### config.mk
export PLATFORM = sky130hd
export DESIGN_NAME = ddr_tx_serializer
export DESIGN_NICKNAME = d
export VERILOG_FILES = /design/src/rtl/ddr_link_pkg.sv /design/src/rtl/ddr_tx_serializer_oddr_cell.sv /design/src/rtl/ddr_tx_serializer.sv
export SDC_FILE = /design/constraint.sdc
export NUM_CORES = 1
export LEC_CHECK = 0
export ABC_AREA = 1
export BUFFER_PORTS_ARGS = -buffer_cell sky130_fd_sc_hd__buf_4
export CELL_PAD_IN_SITES_DETAIL_PLACEMENT = 0
export CELL_PAD_IN_SITES_GLOBAL_PLACEMENT = 1
export CORE_ASPECT_RATIO = 1.4
export CORE_UTILIZATION = 40
export DETAILED_ROUTE_END_ITERATION = 8
export GPL_TIMING_DRIVEN = 0
export PLACE_DENSITY_LB_ADDON = 0.12
export SYNTH_ARGS = -nofsm -noshare
export SYNTH_HDL_FRONTEND = slang
export SYNTH_SLANG_ARGS = --single-unit
### constraint.sdc
create_clock -name inclock -period 1.8 [get_ports inclock]
set_clock_uncertainty 0.1 [all_clocks]
set_input_delay 0.54 -clock inclock [delete_from_list [all_inputs] [get_ports inclock]]
set_output_delay 0.54 -clock inclock [all_outputs]
set_load 0.02 [all_outputs]
### src/rtl/ddr_link_pkg.sv
// Shared types and constants for the DDR link serializer and its matching receiver.
// Both sides use the same idle pin level.
package ddr_link_pkg;

  typedef enum logic [0:0] {
    ST_IDLE  = 1'b0,
    ST_SHIFT = 1'b1
  } tx_state_e;

  localparam logic IDLE_LEVEL_DEFAULT = 1'b1;

  // Width of a down-counter that indexes the pairs of one word (minimum one bit).
  function automatic int pair_cnt_width(input int word_w);
    int pairs;
    pairs = word_w / 2;
    if (pairs > 1) begin
      return $clog2(pairs);
    end else begin
      return 1;
    end
  endfunction

endpackage

### src/rtl/ddr_tx_serializer_oddr_cell.sv
// Output DDR cell: registers a (h, l) pair on the rising edge and muxes it onto one pin.
// Synthesis maps this cell to the vendor ODDR primitive.
module oddr_cell
  import ddr_link_pkg::*;
#(
  parameter logic IDLE_LEVEL = IDLE_LEVEL_DEFAULT
) (
  input  logic inclock,
  input  logic aclr,
  input  logic d_h,
  input  logic d_l,
  output logic dataout
);

  logic h_q_r;
  logic l_q_r;
  logic l_neg_r;

  // Rising-edge pair capture with synchronous reset to the idle level
  always_ff @(posedge inclock) begin
    if (aclr) begin
      h_q_r <= IDLE_LEVEL;
      l_q_r <= IDLE_LEVEL;
    end else begin
      h_q_r <= d_h;
      l_q_r <= d_l;
    end
  end

  // Low-phase bit is retimed to the falling edge so the pin mux cannot glitch mid-phase
  always_ff @(negedge inclock) begin
    l_neg_r <= l_q_r;
  end

  assign dataout = inclock ? h_q_r : l_neg_r;

endmodule

### src/rtl/ddr_tx_serializer.sv
// DDR transmit serializer: parallel words in over valid/ready, MSB-first out at two bits per clock.
// A one-entry holding register in front of the shifter allows gapless back-to-back words.
module ddr_tx_serializer
  import ddr_link_pkg::*;
#(
  parameter int   WORD_W     = 12,
  parameter logic IDLE_LEVEL = IDLE_LEVEL_DEFAULT
) (
  input  logic              inclock,
  input  logic              aclr,
  input  logic [WORD_W-1:0] tx_data,
  input  logic              tx_valid,
  output logic              tx_ready,
  output logic              dataout,
  output logic              busy,
  output logic              word_done
);

  localparam int              PAIRS    = WORD_W / 2;
  localparam int              CNT_W    = pair_cnt_width(WORD_W);
  localparam logic [CNT_W-1:0] LAST_CNT = CNT_W'(PAIRS - 1);

  tx_state_e         state_r;
  logic [WORD_W-1:0] shift_r;
  logic [WORD_W-1:0] hold_data_r;
  logic              hold_full_r;
  logic [CNT_W-1:0]  cnt_r;
  logic              word_done_r;

  logic accept_s;
  logic last_pair_s;
  logic hold_take_s;
  logic direct_load_s;
  logic pair_h_s;
  logic pair_l_s;

  assign tx_ready  = !hold_full_r && !aclr;
  assign accept_s  = tx_valid && tx_ready;
  assign busy      = (state_r == ST_SHIFT);
  assign word_done = word_done_r;

  // Pair presented to the DDR cell, and where the next shifter word comes from
  always_comb begin
    pair_h_s      = IDLE_LEVEL;
    pair_l_s      = IDLE_LEVEL;
    last_pair_s   = 1'b0;
    hold_take_s   = 1'b0;
    direct_load_s = 1'b0;
    if (state_r == ST_SHIFT) begin
      pair_h_s      = shift_r[WORD_W-1];
      pair_l_s      = shift_r[WORD_W-2];
      last_pair_s   = (cnt_r == {CNT_W{1'b0}});
      hold_take_s   = last_pair_s && hold_full_r;
      // Same-edge accept on the last pair bypasses the holding register
      direct_load_s = last_pair_s && !hold_full_r && accept_s;
    end else begin
      hold_take_s   = hold_full_r;
    end
  end

  // Shifter state machine, pair counter and holding register
  always_ff @(posedge inclock) begin
    if (aclr) begin
      state_r     <= ST_IDLE;
      shift_r     <= {WORD_W{1'b0}};
      cnt_r       <= {CNT_W{1'b0}};
      hold_data_r <= {WORD_W{1'b0}};
      hold_full_r <= 1'b0;
      word_done_r <= 1'b0;
    end else begin
      word_done_r <= last_pair_s;
      case (state_r)
        ST_IDLE: begin
          if (hold_take_s) begin
            shift_r <= hold_data_r;
            cnt_r   <= LAST_CNT;
            state_r <= ST_SHIFT;
          end
        end
        ST_SHIFT: begin
          if (hold_take_s) begin
            shift_r <= hold_data_r;
            cnt_r   <= LAST_CNT;
          end else if (direct_load_s) begin
            shift_r <= tx_data;
            cnt_r   <= LAST_CNT;
          end else if (last_pair_s) begin
            shift_r <= {WORD_W{1'b0}};
            cnt_r   <= {CNT_W{1'b0}};
            state_r <= ST_IDLE;
          end else begin
            shift_r <= {shift_r[WORD_W-3:0], 2'b00};
            cnt_r   <= cnt_r - CNT_W'(1);
          end
        end
        default: begin
          state_r <= ST_IDLE;
        end
      endcase
      if (accept_s && !direct_load_s) begin
        hold_data_r <= tx_data;
        hold_full_r <= 1'b1;
      end else if (hold_take_s) begin
        hold_full_r <= 1'b0;
      end
    end
  end

  oddr_cell #(
    .IDLE_LEVEL (IDLE_LEVEL)
  ) u_oddr (
    .inclock (inclock),
    .aclr    (aclr),
    .d_h     (pair_h_s),
    .d_l     (pair_l_s),
    .dataout (dataout)
  );

endmodule

* Word level (Yosys, flattened, before mapping)
Index checks and enable logic that the tools add are counted.
Word-level totals: input bits 15, word-level logic and storage cells 45, flip-flop bits (word level) 33
Operators by class: add/sub/neg operators 1, bitwise operators 1, eq/ne operators 1, reductions and logical operators 12, multiplexer cells 21
Operators by type and width (count):
- $mux 12 | 4
- $pmux 12 s2 | 1
- $mux 3 | 4
- $mux 1 | 10
- $logic_and 1x1->1 | 6
- $pmux 3 s2 | 1
- $logic_not 1->1 | 3
- $logic_not 3->1 | 1
- $sub 3x1->3 const B | 1
- $ne 2x2->1 const B | 1
- $pmux 1 s2 | 1
- $reduce_bool 2->1 | 1
- $reduce_or 2->1 | 1
- $not 1->1 | 1

* Depth between registers and ports, before layout
Gate-level depths: netlist (run 1).
word-level depth 8, gate-level depth with buffers 11

* Cells and area by module
A second synthesis (run 1) with hierarchy kept.
Second synthesis, totals: cells, all modules 249, area total of the unflattened synthesis 1819.2 µm²
By module, submodules not included:
- ddr_tx_serializer | area each 1731.7 µm², sequential area each 600.6 µm², cells an instance 240, instances 1
- oddr_cell | area each 87.6 µm², sequential area each 60.1 µm², cells an instance 9, instances 1

==> results of run 1 <==
-- layout make-up --
| class | count | area (sq um) |
|---|---|---|
| Clock buffer | 12 | 171 |
| Sequential cell | 33 | 663 |
| Timing Repair Buffer | 20 | 150 |
| Inverter | 37 | 139 |
| Clock inverter | 5 | 46.3 |
| Buffer | 15 | 101 |
| Fill cell | 424 | 1820 |
| Tap cell | 43 | 53.8 |
| Multi-Input combinational cell | 167 | 808 |
-- timing repair --
action                                  in CTS  in global routing
endpoints found under the setup margin       8                 30
gates resized for setup                     11                 16
pin swaps                                    2                  0
buffers inserted                             6                  1
-- worst max-delay path, cell delays in order (launching register included) --
cell     delay (ps)
dfxtp_1         280
nand2_1          60
nand2_2          50
buf_6           120
-- layout by cell type, fill, tap and decap left out, drive strengths merged --
master,instances
o21ai,2
inv,39
nand3,15
nand2,78
a31oi,1
o211ai,2
nand4,10
ha,2
nand3b,10
clkinv,1
bufinv,1
clkinvlp,1
clkbuf,10
buf,37
dfxtp,33
nor2,17
o22ai,1
a21oi,29
-- stage by stage --
stage                     std cells  setup TNS, ps  worst slack, ps
after floorplan                 253           -181             -181
after global routing            332           -586             -586
after global placement          314           -549             -260
final                           332           -553             -553
after detailed placement        314           -428             -262
after CTS                       331           -566             -566
-- cell families after synthesis --
logic type / count (synthesis) / synth area share
DFF: 33 / 0.397
and+or+nand+nor: 130 / 0.347
AOI/OAI and AO/OA: 35 / 0.110
adders and majority gates: 2 / 0.0150
buffers and inverters: 53 / 0.131
-- registers in the layout (all words and copies together) (netlist names) --
register,flops
hold_full_r,1
cnt_r,3
u_oddr.l_neg_r,1
hold_data_r,12
u_oddr.h_q_r,1
word_done,1
shift_r,12
busy,1
u_oddr.l_q_r,1
-- power by group through the flow --
stage / combinational [mW] / sequential, mW / clock, mW
after CTS: 0.223 / 0.773 / 1.29
after global routing: 0.256 / 0.777 / 1.33
final: 0.230 / 0.774 / 1.26
after global placement: 0.213 / 0.789 / 0.118
after detailed placement: 0.213 / 0.789 / 0.118
after floorplan: 0.134 / 0.787 / 0.0846
-- path summary, 6_finish.rpt --
kind,endpoint,from,slack (ps),cells past startpoint
max reg2reg,u_oddr.l_neg_r,u_oddr.l_q_r,160,0
max,dataout,u_oddr.l_neg_r,-550,3
min,hold_data_r[11],tx_data[11],170,3
min reg2reg,u_oddr.l_q_r,busy,340,3
-- layer usage --
| layer | share of wire | global-route usage |
|---|---|---|
| met5 | 0 | 0 |
| met2 | 0.50 | 0.381 |
| met1 | 0.43 | 0.251 |
| met4 | 0.030 | 0.166 |
| met3 | 0.041 | 0.0791 |
==> results.md, run 1 <==
- Drc violations: 0
- Share of cells above drive strength 1: 0.197
- Clock slew at reported path FFs: 90 ps
- First-pass GRT wire length: 7490 um
- Setup ws final: -553 ps
- Count leader, synth: nand2_1
- Worst Path Required: 1160 ps
- Post-synthesis instance area: 0.00166 sq mm
- Die Width: 56.5 um
- Initial antenna violation count: 0
- Layout area overhead: 28.3%
- N_diodes: 0
- Async SR Flop Fraction: 0
- Final setup violation count: 2
- Clk pwr share: 0.556
- LEAKAGE: 1.02 nW
- Post-synth EDFFs: 0
- WL/cell: 13.7 um
- Combinational share of power: 0.102
- Row count: 27
- Synth top area cells: dfxtp_1 (40%), nand2_1 (18%), a21oi_1 (8.7%), inv_1 (8.4%), nand3b_1 (4.5%)
- Most frequent cells after synthesis: nand2_1 (78), inv_1 (37), dfxtp_1 (33)
- Max Cap Violations: 0
- Transition time of the tightest slew-check pin: 578 ps
- Initial DRC count: 62
- Startpoint types: flop
- Area of the core: 0.00395 sq mm
- CTS tree: yes
- Psw: 0.597 mW
- Slew Viols, Final: 0
- Largest net degree at the start of global routing: 11
- Synth top area share: 0.397
- Latest clock arrival within the worst-skew pair: 530 ps
- Top FF cell, synth: dfxtp_1
- Yosys warns: 0
- Seq pwr share: 0.342
- Die span in y: 78.3 um
- Total number of vias: 1649
- Hold crit path type: input pin to flop
- Post-DP Area: 0.00185 sq mm
- Final Hold Viols: 0
- CP max FO: 1
- CTS Hold Buffers Added: 0
- Final WL: 4550 um
- Normalized max-slew margin: 0.615
- Syn_area_per_cell: 6.57 sq um
- Status: finished, violations left
- Sequential fraction of the synthesis area: 0.397
- Die Area: 0.00442 sq mm
- Tot Pwr: 2.26 mW
- Post-synthesis register bit count: 33
- PortBufs: 18
- WHS: 167 ps
- Final Core Density: 0.540
- Pre-Repair DR Iteration Count: 4
- Syn nets: 270
- Yosys cell types: 20
- RSZ-0062 raised after global routing: yes
- Synth area leader: dfxtp_1
- Post-DP HPWL: 2930 um
- GP Congestion: 0.816
- Element type at the critical path end: output pin
- Pint: 1.67 mW
- Failing checks: setup timing
- Initial Util: 0.421
- Vias in the first global route: 1648
- Switching share of power: 0.264
- # nets final: 305
- Worst IR Drop VDD: 0.868 mV
- Critical path arrival: 1710 ps
- Power density over cell area: 1060 mW/mm^2
- Antenna Nets Post-Route: 0
- Crit Path Category: flop to output pin
- Design Area, Final: 0.00213 sq mm
- Gr usage total: 0.234
- GRT overflow: 0
- Via density: 4.97
- Synth Instances: 253
- Top Ports: 19
(Power assumes the default switching activity.)
==> run 2, diff against run 1 <==
Settings changed: SYNTH_HIERARCHICAL set to 1.
==> run 2 against run 1 <==
  * The flow still finishes with violations (setup timing)
  * Register-to-register slack got worse by 80 ps
  * Die area up 9.1%
  * Cell count up 2.7%
  * Critical path depth stayed put
  * Count of clock-buffer cells in the layout shrank 1
  * Wire length up 2.3%
  * Total power fell by 11%
  * Clock power decreased by 24%
  * Critical endpoint unchanged
  * Largest cell class unchanged
==> results.md, run 2 <==
- Clock slew at reported path FFs: 70 ps
- GP Congestion: 0.851
- Final WL: 4650 um
- Die Area: 0.00483 sq mm
- Vias in the first global route: 1583
- Initial DRC count: 73
- Normalized max-slew margin: 0.725
- Worst Path Required: 1160 ps
- Adder-cell share of the synthesized area: 0.0138
- Failing checks: setup timing
- Initial Util: 0.422
- Fill cells: 457
- Antenna Nets Post-Route: 0
- Die Width: 59.0 um
- Gr usage total: 0.221
- First-pass GRT wire length: 7590 um
- Final Hold Viols: 0
- Crit Path Category: flop to output pin
- Latest clock arrival within the worst-skew pair: 390 ps
- Row count: 28
- Simple-Gate Fraction of Synth Area: 0.360
- Post-DP HPWL: 3260 um
- Transition time of the tightest slew-check pin: 412 ps
- Syn_area_per_cell: 7.31 sq um
- Largest net degree at the start of global routing: 12
- Area of the core: 0.00431 sq mm
- Tot Pwr: 2.01 mW
- CP max FO: 1
- Multi-input logic area: 921 sq um
- Worst IR Drop VDD: 0.370 mV
- Leading cell types in the layout, fill and taps excluded: nand2_1 (58), inv_1 (32), dfxtp_1 (32), buf_4 (20)
- RSZ-0062 raised after global routing: yes
- Max Cap Violations: 0
- Power density over cell area: 901 mW/mm^2
- Hold crit path type: input pin to flop
- Syn nets: 266
- Initial antenna violation count: 0
- Synth area leader: dfxtp_1
- Via density: 4.77
- Post-DP Area: 0.00203 sq mm
- Design Area, Final: 0.00223 sq mm
- Multiplexer share of the synthesized area: 0
- Count leader, synth: nand2_1
- Critical path arrival: 1880 ps
- Synth Area in Compound Gates: 0.121
- Final setup violation count: 2
- # nets final: 297
- Post-synth EDFFs: 0
- Layout area overhead: 22.7%
- WL/cell: 13.6 um
- Largest family of logic cells by synthesized area: simple AND/OR/NAND/NOR gates
- Post-synthesis register bit count: 33
- Async SR Flop Fraction: 0
- Startpoint types: flop
- Commonest non-fill, non-tap cell in the layout: nand2_1
- Synth top area share: 0.363
- Biggest regs: hold_data_r: 12 flops, shift_r: 12 flops, cnt_r: 3 flops
- Yosys cell types: 28
- Total number of vias: 1628
- Slew Viols, Final: 0
- Synth Instances: 249
- LEAKAGE: 1.03 nW
- WHS: 273 ps
- CTS tree: yes
- Element type at the critical path end: output pin
- Drc violations: 0
- Top Ports: 19
- Status: finished, violations left
- Sequential fraction of the synthesis area: 0.363
- Post-synthesis instance area: 0.00182 sq mm
- Synth top area cells: dfxtp_1 (36%), nand2_1 (12%), inv_1 (6.6%), a21oi_2 (4.8%), a21oi_1 (4.7%)
- Share of cells above drive strength 1: 0.310
- Setup ws final: -724 ps
- Synth Area in XOR/XNOR: 0
- Top FF cell, synth: dfxtp_1
- N_diodes: 0
- Die span in y: 81.8 um
- Final Core Density: 0.518
- Sequential cell area: 662 sq um
- Most frequent cells after synthesis: nand2_1 (59), dfxtp_1 (33), inv_1 (32)
- GRT overflow: 0
- Yosys warns: 6
- Pre-CTS worst setup slack: -267 ps
- Pre-Repair DR Iteration Count: 4
- PortBufs: 18
-- run 2: critical path, cell delays in order (launching register included) --
cell,delay [ps]
dfxtp_1,290
nand2_1,60
nand2_2,50
buf_6,120
-- run 2: what timing repair did --
action,in CTS,in global routing
pin swaps,2,0
buffers inserted,2,0
resized for setup,5,6
hold buffers,0,0
endpoints found under the setup margin,4,10
-- run 2: cells by family (layout without fill, tap and decap cells) --
group                      count (synthesis)  in the layout
adders and majority gates                  2              2
AOI/OAI and AO/OA                         35             35
and+or+nand+nor                          128            128
buffers and inverters                     51             83
DFF                                       33             33
-- run 2: metrics by stage --
stage	setup TNS [ps]	std cells
6_report	-724	341
5_1_grt	-759	341
4_1_cts	-735	341
3_5_place_dp	-344	327
3_3_place_gp	-326	327
2_1_floorplan	-181	249
-- run 2: path summary, 6_finish.rpt --
check                      start  slack (ps)  cells past startpoint      endpoint
setup reg to reg        cnt_r[0]          80                     11   shift_r[11]
hold / removal              aclr         270                      2  u_oddr/l_q_r
hold reg to reg      shift_r[11]         370                      2   shift_r[11]
setup / recovery  u_oddr/l_neg_r        -720                      3       dataout
-- run 2: power breakdown --
| group | switching [mW] | internal (mW) |
|---|---|---|
| logic | 0.162 | 0.117 |
| registers | 0.0160 | 0.762 |
| clock network | 0.389 | 0.564 |
-- run 2: final cells by class --
cell class,count,area share
Multi-Input combinational cell,165,0.413
Sequential cell,33,0.297
Timing Repair Buffer,19,0.0639
Buffer,14,0.0583
Inverter,36,0.0622
Clock inverter,3,0.00561
Clock buffer,11,0.0673
Tap cell,60,0.0336
-- run 2: metal layers --
layer	up-vias	routed length [um]	track usage
met5	-	0	0
met4	0	172	0.112
met3	15	187	0.0630
met2	41	2350	0.377
met1	727	1940	0.248
li1	845	-	-
